[config.mk]
export PLATFORM = sky130hd
export DESIGN_NAME = i2s_rx_sync
export DESIGN_NICKNAME = d
export VERILOG_FILES = /design/src/rtl/i2s_pkg.sv /design/src/rtl/sync_fifo.sv /design/src/rtl/i2s_rx_sync.sv
export SDC_FILE = /design/constraint.sdc
export NUM_CORES = 1
export LEC_CHECK = 0
export ABC_CLOCK_PERIOD_IN_PS = 7950
export CAP_MARGIN = 40
export CELL_PAD_IN_SITES_DETAIL_PLACEMENT = 1
export CELL_PAD_IN_SITES_GLOBAL_PLACEMENT = 2
export CORE_MARGIN = 4
export CORE_UTILIZATION = 40
export DETAILED_ROUTE_END_ITERATION = 10
export PLACE_DENSITY = 0.82
export SETUP_SLACK_MARGIN = 0.05
export SLEW_MARGIN = 30
export SYNTH_ARGS = -nofsm -noshare
export SYNTH_HDL_FRONTEND = slang
export SYNTH_HIERARCHICAL = 1
export SYNTH_SLANG_ARGS = --single-unit
[constraint.sdc]
create_clock -name clk -period 7.95 [get_ports clk]
set_input_delay 1.59 -clock clk [delete_from_list [all_inputs] [get_ports clk]]
set_output_delay 1.59 -clock clk [all_outputs]
set_load 0.03 [all_outputs]
[src/rtl/i2s_pkg.sv]
// Shared constants and types for the I2S receive path.
package i2s_pkg;

    localparam int CHAN_LEFT      = 0;
    localparam int CHAN_RIGHT     = 1;
    localparam int CHAN_BOTH      = 2;
    localparam int DEF_IN_WIDTH   = 18;
    localparam int DEF_OUT_WIDTH  = 24;

    // One buffered sample at the default output width, channel in the MSB.
    typedef struct packed {
        logic                     chan;
        logic [DEF_OUT_WIDTH-1:0] data;
    } sample_t;

endpackage

[src/rtl/sync_fifo.sv]
// Single-clock FIFO with registered storage and no fall-through; a push is
// accepted when full if a pop happens in the same cycle.
module sync_fifo #(
    parameter int WIDTH = 25,
    parameter int DEPTH = 4
) (
    input  logic             clk,
    input  logic             rst,
    input  logic             push_i,
    input  logic [WIDTH-1:0] push_data_i,
    input  logic             pop_i,
    output logic [WIDTH-1:0] head_o,
    output logic             valid_o,
    output logic             full_o
);

    localparam int AW = $clog2(DEPTH);
    localparam int CW = AW + 1;

    logic [WIDTH-1:0] mem_q [DEPTH];
    logic [AW-1:0]    wr_ptr_q, wr_ptr_d;
    logic [AW-1:0]    rd_ptr_q, rd_ptr_d;
    logic [CW-1:0]    count_q, count_d;
    logic             empty;
    logic             push_ok;
    logic             pop_ok;

    assign empty   = (count_q == '0);
    assign full_o  = (count_q == CW'(DEPTH));
    assign valid_o = ~empty;
    assign head_o  = mem_q[rd_ptr_q];

    assign pop_ok  = pop_i & ~empty;
    assign push_ok = push_i & (~full_o | pop_ok);

    always_comb begin
        wr_ptr_d = wr_ptr_q;
        rd_ptr_d = rd_ptr_q;
        count_d  = count_q;
        if (push_ok) wr_ptr_d = wr_ptr_q + AW'(1);
        if (pop_ok)  rd_ptr_d = rd_ptr_q + AW'(1);
        case ({push_ok, pop_ok})
            2'b10:   count_d = count_q + CW'(1);
            2'b01:   count_d = count_q - CW'(1);
            default: count_d = count_q;
        endcase
    end

    always_ff @(posedge clk or posedge rst) begin
        if (rst) begin
            wr_ptr_q <= '0;
            rd_ptr_q <= '0;
            count_q  <= '0;
            for (int i = 0; i < DEPTH; i++) mem_q[i] <= '0;
        end else begin
            wr_ptr_q <= wr_ptr_d;
            rd_ptr_q <= rd_ptr_d;
            count_q  <= count_d;
            if (push_ok) mem_q[wr_ptr_q] <= push_data_i;
        end
    end

endmodule

[src/rtl/i2s_rx_sync.sv]
// Brings deserialized I2S words into the system clock domain, tags them with
// their channel, optionally filters by channel and buffers them for the DSP.
module i2s_rx_sync
    import i2s_pkg::*;
#(
    parameter int IN_WIDTH   = DEF_IN_WIDTH,
    parameter int OUT_WIDTH  = DEF_OUT_WIDTH,
    parameter int FIFO_DEPTH = 4,
    parameter int CHAN_SEL   = CHAN_BOTH
) (
    input  logic                 clk,
    input  logic                 rst,
    input  logic [IN_WIDTH-1:0]  i2s_data,
    input  logic                 i2s_word_ready,
    input  logic                 i2s_lrclk,
    output logic                 out_valid,
    input  logic                 out_ready,
    output logic [OUT_WIDTH-1:0] out_data,
    output logic                 out_chan,
    output logic                 overflow,
    input  logic                 overflow_clr
);

    localparam int W = OUT_WIDTH + 1;

    logic wr_s1_q, wr_s2_q, wr_d_q;
    logic lr_s1_q, lr_s2_q;
    logic overflow_q, overflow_d;

    logic                 cap;
    logic                 cap_chan;
    logic                 pass_filter;
    logic                 push;
    logic                 pop;
    logic                 fifo_full;
    logic [OUT_WIDTH-1:0] ext_data;
    logic [W-1:0]         head;

    always_ff @(posedge clk or posedge rst) begin
        if (rst) begin
            wr_s1_q    <= 1'b0;
            wr_s2_q    <= 1'b0;
            wr_d_q     <= 1'b0;
            lr_s1_q    <= 1'b0;
            lr_s2_q    <= 1'b0;
            overflow_q <= 1'b0;
        end else begin
            wr_s1_q    <= i2s_word_ready;
            wr_s2_q    <= wr_s1_q;
            wr_d_q     <= wr_s2_q;
            lr_s1_q    <= i2s_lrclk;
            lr_s2_q    <= lr_s1_q;
            overflow_q <= overflow_d;
        end
    end

    // LRCLK has already toggled when word_ready rises, so the finished word
    // belongs to the opposite level. The data bus is quasi-static here and is
    // sampled without its own synchroniser.
    assign cap      = wr_s2_q & ~wr_d_q;
    assign cap_chan = ~lr_s2_q;
    assign ext_data = OUT_WIDTH'($signed(i2s_data));

    assign pass_filter = (CHAN_SEL == CHAN_BOTH) ||
                         (cap_chan == (CHAN_SEL == CHAN_RIGHT));
    assign push        = cap & pass_filter;
    assign pop         = out_valid & out_ready;

    // A new drop outranks a simultaneous clear.
    assign overflow_d  = (push & fifo_full & ~pop) | (overflow_q & ~overflow_clr);

    sync_fifo #(
        .WIDTH (W),
        .DEPTH (FIFO_DEPTH)
    ) u_fifo (
        .clk         (clk),
        .rst         (rst),
        .push_i      (push),
        .push_data_i ({cap_chan, ext_data}),
        .pop_i       (pop),
        .head_o      (head),
        .valid_o     (out_valid),
        .full_o      (fifo_full)
    );

    assign out_chan = head[OUT_WIDTH];
    assign out_data = head[OUT_WIDTH-1:0];
    assign overflow = overflow_q;

endmodule

# Yosys cells after proc, flatten, opt, wreduce, memory -nomap -nowiden

Index checks and enable logic that the tools add are counted.

Reductions and logical operators: 3
Add/sub/neg operators: 4
Bitwise gates (word level): 17
Eq/ne operators: 3
Muxes and demuxes: 7
Order comparisons: 3

Operator list:

| kind                  | number |
|---|---|
| $bwmux W100           | 1 |
| $mux W25              | 3 |
| $bmux W25 S2          | 1 |
| $demux W25 S2         | 1 |
| $and A1 B1 Y1         | 7 |
| $ge A3 B3 Y1 const B  | 2 |
| $not A1 Y1            | 6 |
| $not A2 Y3            | 2 |
| $pmux W3 S2           | 1 |
| $add A2 B1 Y2 const B | 2 |
| $add A3 B1 Y3 const B | 1 |
| $eq A3 B3 Y1 const B  | 1 |
| $logic_not A3 Y1      | 1 |
| $lt A3 B1 Y1 const B  | 1 |
| $sub A3 B1 Y3 const B | 1 |
| $eq A2 B1 Y1 const B  | 1 |
| $eq A2 B2 Y1 const B  | 1 |
| $or A1 B1 Y1          | 2 |
| $reduce_bool A2 Y1    | 1 |
| $logic_and A1 B1 Y1   | 1 |

Bits in registers: 113
Output and inout port bits: 27

# Logic depth before layout (Yosys ltp)

Gate-level depths: netlist of run 1.

Depth after elaboration: 8
Gate-level depth with buffers: 11

# Modules after synthesis

Netlist of run 1, hierarchy kept.

By module, submodules not included:

| module      | instances | cells each | area an instance (sq um) | seq. area each (sq um) |
|---|---|---|---|---|
| sync_fifo   | 1         | 281        | 4,762.1                  | 2,677.6 |
| i2s_rx_sync | 1         | 13         | 192.7                    | 150.1 |

# Worst setup path before layout of run 1

OpenSTA, ideal clock, no wires.

Path kind: input -> register
Start point: input port out_ready
End point: register u_fifo.count_q[2]
Library setup time: 79 ps
Stages on the path: 10
Buffers on the path: 0
Data arrival time: 3,269 ps
Slack: 4,602 ps
Path through: nand2_1 -> inv_1 -> nor4b_4 -> nand2b_1 -> ha_1 -> inv_1 -> fa_1 -> xor2_1 -> nor2_1 -> xor2_1

Word-level cells in the longest chain between the ends: 6

RTL lines:

| what                                                     | RTL line          | text |
|---|---|---|
| start, declared                                          | i2s_rx_sync.sv:17 | `input logic out_ready,` |
| $and A1 B1 Y1 (*)                                        | i2s_rx_sync.sv:67 | `assign pop = out_valid & out_ready;` |
| named net pop                                            | i2s_rx_sync.sv:34 | `logic pop;` |
| $and A1 B1 Y1 (*)                                        | sync_fifo.sv:33   | `assign pop_ok = pop_i & ~empty;` |
| $or A1 B1 Y1                                             | sync_fifo.sv:34   | `assign push_ok = push_i & (~full_o \| pop_ok);` |
| $and A1 B1 Y1                                            | sync_fifo.sv:34   |  |
| $eq A2 B1 Y1 / $eq A2 B2 Y1 (equally long branches)      | sync_fifo.sv:42   | `case ({push_ok, pop_ok})` |
| $pmux W3 S2 / $reduce_bool A2 Y1 (equally long branches) | n/a               |  |
| end signal, assigned                                     | sync_fifo.sv:58   | `count_q <= count_d;` |
| end, declared                                            | sync_fifo.sv:23   | `logic [CW-1:0] count_q, count_d;` |

The timed path passes the listed nets; every way through them passes the cells marked *.
A chain may end at the register's enable or synchronous reset.

# Worst setup path after layout of run 1

Start point: register u_fifo.rd_ptr_q[1]
End point: output port out_data[18]

Word-level cells in the longest chain between the ends: 4

RTL lines:

| what                                         | RTL line          | text |
|---|---|---|
| start, declared                              | sync_fifo.sv:22   | `logic [AW-1:0] rd_ptr_q, rd_ptr_d;` |
| start signal, assigned                       | sync_fifo.sv:57   | `rd_ptr_q <= rd_ptr_d;` |
| $not A2 Y3 (not written as such)             | sync_fifo.sv:31   | `assign head_o = mem_q[rd_ptr_q];` |
| $bmux W25 S2                                 | sync_fifo.sv:31   |  |
| $mux W25 (not written as such) (2 in series) | sync_fifo.sv:31   |  |
| end, declared                                | i2s_rx_sync.sv:18 | `output logic [OUT_WIDTH-1:0] out_data,` |

Every way passes these cells. The select of a mux whose other input is x is not followed.

==> results of run 1 <==
==> metrics by stage <==
stage | setup WS (ns) | instance area [µm²] | util
floorplan | 3.54 | 4950 | -
global placement | 3.92 | 5590 | 0.463
detailed placement | 3.84 | 5740 | 0.476
CTS | 3.74 | 6370 | 0.528
global route | 3.70 | 6380 | 0.529
finish | 3.79 | 6380 | 0.529
==> power by group <==
group,switching (mW),internal [mW],total [mW],leakage [nW]
Clock,0.258,0.560,0.817,0.310
Sequential,0.186,0.861,1.05,1.32
Combinational,0.599,0.722,1.32,0.975
==> worst max-delay path, delay by kind of cell, from the launching register on <==
| kind | cells | cell delay, ns |
|---|---|---|
| flip-flops | 1 | 0.79 |
| buffers and inverters | 2 | 0.99 |
| multiplexers | 1 | 0.37 |
==> final cells by class <==
class                   instances  area (µm²)  share of cell area
clock buffers                  20         447              0.0700
clock inverters                11         186              0.0292
inverters                      10        40.0             0.00627
multi-input cells             157        1990               0.312
flip-flops and latches        113        2830               0.443
well taps                     168         210              0.0329
repair buffers                 59         677               0.106
==> registers in the layout (all words and copies together) (netlist names) <==
name,flops
wr_s2_q,1
u_fifo/wr_ptr_q,2
lr_s2_q,1
u_fifo/count_q,3
u_fifo/mem_q,100
overflow,1
wr_s1_q,1
wr_d_q,1
u_fifo/rd_ptr_q,2
lr_s1_q,1
==> path summary, 6_finish.rpt <==
check	start	endpoint	slack [ns]	cells after the start
min in group asynchronous	rst	wr_d_q$_DFF_PP0_	1.51	2
min reg2reg	wr_s1_q$_DFF_PP0_	wr_s2_q$_DFF_PP0_	0.35	0
max	u_fifo/rd_ptr_q[1]$_DFFE_PP0P_	out_data[18]	3.79	3
min	wr_s1_q$_DFF_PP0_	wr_s2_q$_DFF_PP0_	0.35	0
max in group asynchronous	rst	u_fifo/rd_ptr_q[0]$_DFFE_PP0P_	5.27	4
max reg2reg	u_fifo/count_q[0]$_DFFE_PP0P_	u_fifo/count_q[2]$_DFFE_PP0P_	5.00	11
==> cell families after synthesis <==
family / Yosys count / share of synthesized area
compound gates: 2 / 0.00379
xor+xnor: 6 / 0.0106
fa+ha+maj: 6 / 0.0167
buf+inv: 24 / 0.0313
flops: 113 / 0.571
mux: 127 / 0.345
simple gates: 16 / 0.0217
==> cell usage in the layout, fill, tap and decap left out, drive strengths merged <==
cell             n
mux2i            1
a32o             1
o31a             1
nand2b           1
fa               1
dfrtp          113
buf              9
or3              1
nor2             5
xnor2            3
nor2b            1
clkbuf          20
mux4            25
nand2            6
nor4b            1
clkinv           5
mux2           101
ha               5
xor2             3
clkdlybuf4s50   50
clkinvlp         1
inv             10
bufinv           5
and3             1
==> metal layers <==
metal  global-route usage  share of wire  vias up
met4               0.0644          0.012        0
met5                    0              0        -
met1                0.202           0.44     1486
li1                     -              -     1205
met3               0.0532          0.032       15
met2                0.262           0.52       47
==> cell usage after synthesis, drive strengths merged <==
cell type	n
mux2	101
nor2	5
nand2b	1
dfrtp	113
nor4b	1
buf	13
clkbuf	1
and3	1
or3	1
inv	10
nand2	6
fa	1
mux2i	1
a32o	1
ha	5
xnor2	3
xor2	3
mux4	25
o31a	1
nor2b	1
==> flow_summary.ini, run 1 <==
[yosys]
ys_ff_latch = 113
yosys_warnings = 6
postSynthCellCount = 294
synth_largest_area_cell = dfrtp_1
ys_seq_area_frac = 0.571
ys_types = 23
synth.avg_cell_area_um2 = 16.9
synth.area.top_cells = dfrtp_1, mux2_2, mux4_2
netlist_area_um2 = 4950
syn-num-nets = 324
yosysTopAreaCellShare = 0.571

[run]
max_cap_viol_count = 0

[critical_path]
path_cells = buf_4, mux4_2, clkdlybuf4s50_1
start_kind = flop
path_max_fanout = 14
path_class = reg -> out
arrival_ns = 2.57
required_ns = 6.36
crit_path_max_incr_delay_ns = 0.79
end_kind = output pin
cpMaxStageDelayCell = dfrtp_1

[global_routing]
antenna_found_initial = 0
grt_pass1_vias = 3226
grtUsageTotal = 0.162
grt_pass1_wl_um = 17400
grt_start_max_net_pins = 40
grt_overflow_total = 0

[timing]
setup_tns_ns = 0
setup_violations = 0
rsz0062_at_grt = no
fmax_mhz = 240
finalHoldViolCount = 0
finalCritPeriodShare = 0.524
finalCriticalPeriod_ns = 4.16
worstMarginPinSlew_ns = 0.706
relSlewSlack = 0.529
holdWs_ns = 0.347
fin_skew_ns = 0.0114
slew_viol_final = 0

[placed_design]
gp_congestion = 0.760
dp_cells = 506
hpwl_um = 6670
io_buffers = 50

[cts]
path_clk_slew_ns = 0.05
cts_sinks = 113
cts_hold_buffers = 0
cts_tree = yes
clk_latency_ns = 0.42
cts_buffers = 17
cts_resized = 0
cts_root_buffer = clkbuf_16
post-cts-setup-buffer-count = 0
h-tree-depth = 4
cts.path.max_buffers = 2

[cells_and_area]
nFillCells = 1129
antenna_cells = 0
layout-drive-gt1-share = 0.465
nNetsFinal = 388
finalNonFillerCells = 538
area_delta_synth_final_pct = 28.8

[die]
die_x_um = 119
io_pins = 51
num_rows = 40
core-area_um2 = 12100
die_area_um2 = 14200
initial_core_util = 0.411
die_y_um = 119

[drt]
vias = 2753
ant_nets = 0
post_drt_via_cell_ratio = 5.12
wl_per_cell_um = 19.5
drt_iter0_markers = 115
first_pass_iters = 4
wirelength_um = 10500
drc = 0

[hold_path]
hp-class = reg -> reg

[pwr]
irDropWorstVdd_mv = 0.254
power_mw = 3.19
leakagePower_nw = 2.60
powerDensity_nw_per_um2 = 499

[run_status]
status = complete, no violations
No activity file was read; power rests on OpenSTA's default activity.
==> run 2, diff against run 1 <==
--- a/config.mk
+++ b/config.mk
@@ -5,12 +5,12 @@
 export SDC_FILE = /design/constraint.sdc
 export NUM_CORES = 1
 export LEC_CHECK = 0
-export ABC_CLOCK_PERIOD_IN_PS = 7950
+export ABC_CLOCK_PERIOD_IN_PS = 3500
 export CAP_MARGIN = 40
 export CELL_PAD_IN_SITES_DETAIL_PLACEMENT = 1
 export CELL_PAD_IN_SITES_GLOBAL_PLACEMENT = 2
 export CORE_MARGIN = 4
-export CORE_UTILIZATION = 40
+export CORE_UTILIZATION = 38
 export DETAILED_ROUTE_END_ITERATION = 10
 export PLACE_DENSITY = 0.82
 export SETUP_SLACK_MARGIN = 0.05
==> constraint.sdc (replaced) <==
create_clock -name clk -period 3.5 [get_ports clk]
set_input_delay 0.7 -clock clk [delete_from_list [all_inputs] [get_ports clk]]
set_output_delay 0.7 -clock clk [all_outputs]
set_load 0.03 [all_outputs]
==> run 2 against run 1 <==
Net effect: utilization down 4.0 points; first-iteration DRC count down 30%; die area up 4.9%; critical path type unchanged; critical endpoint is now out_data[19]; routed wire length down 2.2%; sequential power up 120%; critical path depth unchanged.
==> flow_summary.ini, run 2 (synthesized netlist as in run 1, its figures left out) <==
[run_status]
status = complete, no violations

[timing]
slew_viol_final = 0
relSlewSlack = 0.484
setup_violations = 0
finalCritPeriodShare = 0.868
worstMarginPinSlew_ns = 0.773
setup_tns_ns = 0
finalHoldViolCount = 0
fin_skew_ns = 0.00703
rsz0062_at_grt = no
finalCriticalPeriod_ns = 3.04
fmax_mhz = 329

[global_routing]
grtUsageTotal = 0.153
antenna_found_initial = 0
grt_start_max_net_pins = 57
use_met3 = 0.0548
gr-usage-met1 = 0.192
grt_most_used_layer = met2
grt_pass1_wl_um = 17000
use_met2 = 0.247
grt_pass1_vias = 3197
grt_overflow_total = 0

[drt]
vias = 2726
post_drt_via_cell_ratio = 5.03
first_pass_iters = 2
ant_nets = 0
wl_per_cell_um = 19.0
drt_iter0_markers = 81
drc = 0
wirelength_um = 10300

[critical_path]
path_class = reg -> out
required_ns = 2.80
end_kind = output pin
start_kind = flop
worstReg2RegStart = u_fifo/count_q[0]$_DFFE_PP0P_
startpoint = u_fifo/rd_ptr_q[0]$_DFFE_PP0P_
arrival_ns = 2.34
reg2reg_to = u_fifo/count_q[2]$_DFFE_PP0P_
worst-r2r-cell-count = 11
r2r_setup_slack_ns = 0.67
path_max_fanout = 21

[pwr]
irDropWorstVdd_mv = 0.540
powerDensity_nw_per_um2 = 1110
leakagePower_nw = 2.54

[placed_design]
io_buffers = 50
gp_congestion = 0.683
hpwl_um = 6530

[cells_and_area]
ff_latch_area_um2 = 2830
mostFrequentLayoutCells = dfrtp_1, mux2_2, clkdlybuf4s50_1
reg_top3 = u_fifo/mem_q: 100 flops, u_fifo/count_q: 3 flops
nFillCells = 1223
layout_commonest_cell = dfrtp_1
area_delta_synth_final_pct = 25.1
utilization = 0.489
antenna_cells = 0
multiInputGateArea_um2 = 1970
largest-register = u_fifo/mem_q
nNetsFinal = 388
layout-drive-gt1-share = 0.457
largest_reg_flops = 100

[die]
die_y_um = 122
num_rows = 41
die_area_um2 = 14900
initial_core_util = 0.391
io_pins = 51
core-area_um2 = 12700
die_x_um = 122

[hold_path]
min_to = lr_s2_q$_DFF_PP0_
whs_path_depth = 0
hp-class = reg -> reg
min-delay-start = lr_s1_q$_DFF_PP0_

[cts]
post-cts-setup-buffer-count = 0
path_clk_slew_ns = 0.05
cts_sinks = 113
cts_resized = 0
cts_root_buffer = clkbuf_16
clk_latency_ns = 0.40
cts.path.max_buffers = 2
cts_buffers = 17
cts_hold_buffers = 0
cts_tree = yes
h-tree-depth = 4

[run]
max_cap_viol_count = 0
## run 2: report_power, final
group | internal (mW) | leakage [nW] | switching, mW | total [mW]
combinational | 1.62 | 0.949 | 1.39 | 3.01
clock | 0.998 | 0.267 | 0.542 | 1.54
sequential | 1.96 | 1.32 | 0.379 | 2.34
total | 4.58 | 2.54 | 2.31 | 6.89
## run 2: layout make-up
cell class,count,area share
Sequential cell,113,0.456
Multi-Input combinational cell,157,0.318
Timing Repair Buffer,59,0.0983
Clock buffer,24,0.0761
Tap cell,172,0.0347
Clock inverter,7,0.00969
Inverter,10,0.00666
## run 2: critical path, stage by stage, from the launching register on
cell             delay (ns)
dfrtp_2                0.50
buf_12                 0.26
mux4_2                 0.56
clkdlybuf4s50_1        0.62
## run 2: metal layers
metal | vias to the layer above | share of wire
li1 | 1207 | -
met1 | 1453 | 0.45
met2 | 54 | 0.49
met3 | 12 | 0.048
met4 | 0 | 0.010
met5 | - | 0
## run 2: how the worst max path moves through the flow
| stage | slack, ns | end | cells past startpoint |
|---|---|---|---|
| floorplan | 0.72 | u_fifo/count_q[2]$_DFFE_PP0P_ | 11 |
| global placement | 0.53 | u_fifo/count_q[2]$_DFFE_PP0P_ | 11 |
| detailed placement | 0.40 | u_fifo/count_q[2]$_DFFE_PP0P_ | 11 |
| CTS | 0.40 | out_data[19] | 3 |
| global route | 0.33 | out_data[19] | 3 |
| finish | 0.46 | out_data[19] | 3 |
## run 2: per-stage QoR
stage	cell area [µm²]	instances	power (mW)	setup WS, ns	hold slack, ns
final	6200	542	6.89	0.461	0.352
after detailed placement	5660	510	5.41	0.397	0.342
after floorplan	4960	294	4.36	0.723	0.331
after CTS	6190	541	7.00	0.398	0.358
after global routing	6200	542	7.30	0.328	0.363
after global placement	5660	510	5.28	0.530	0.339
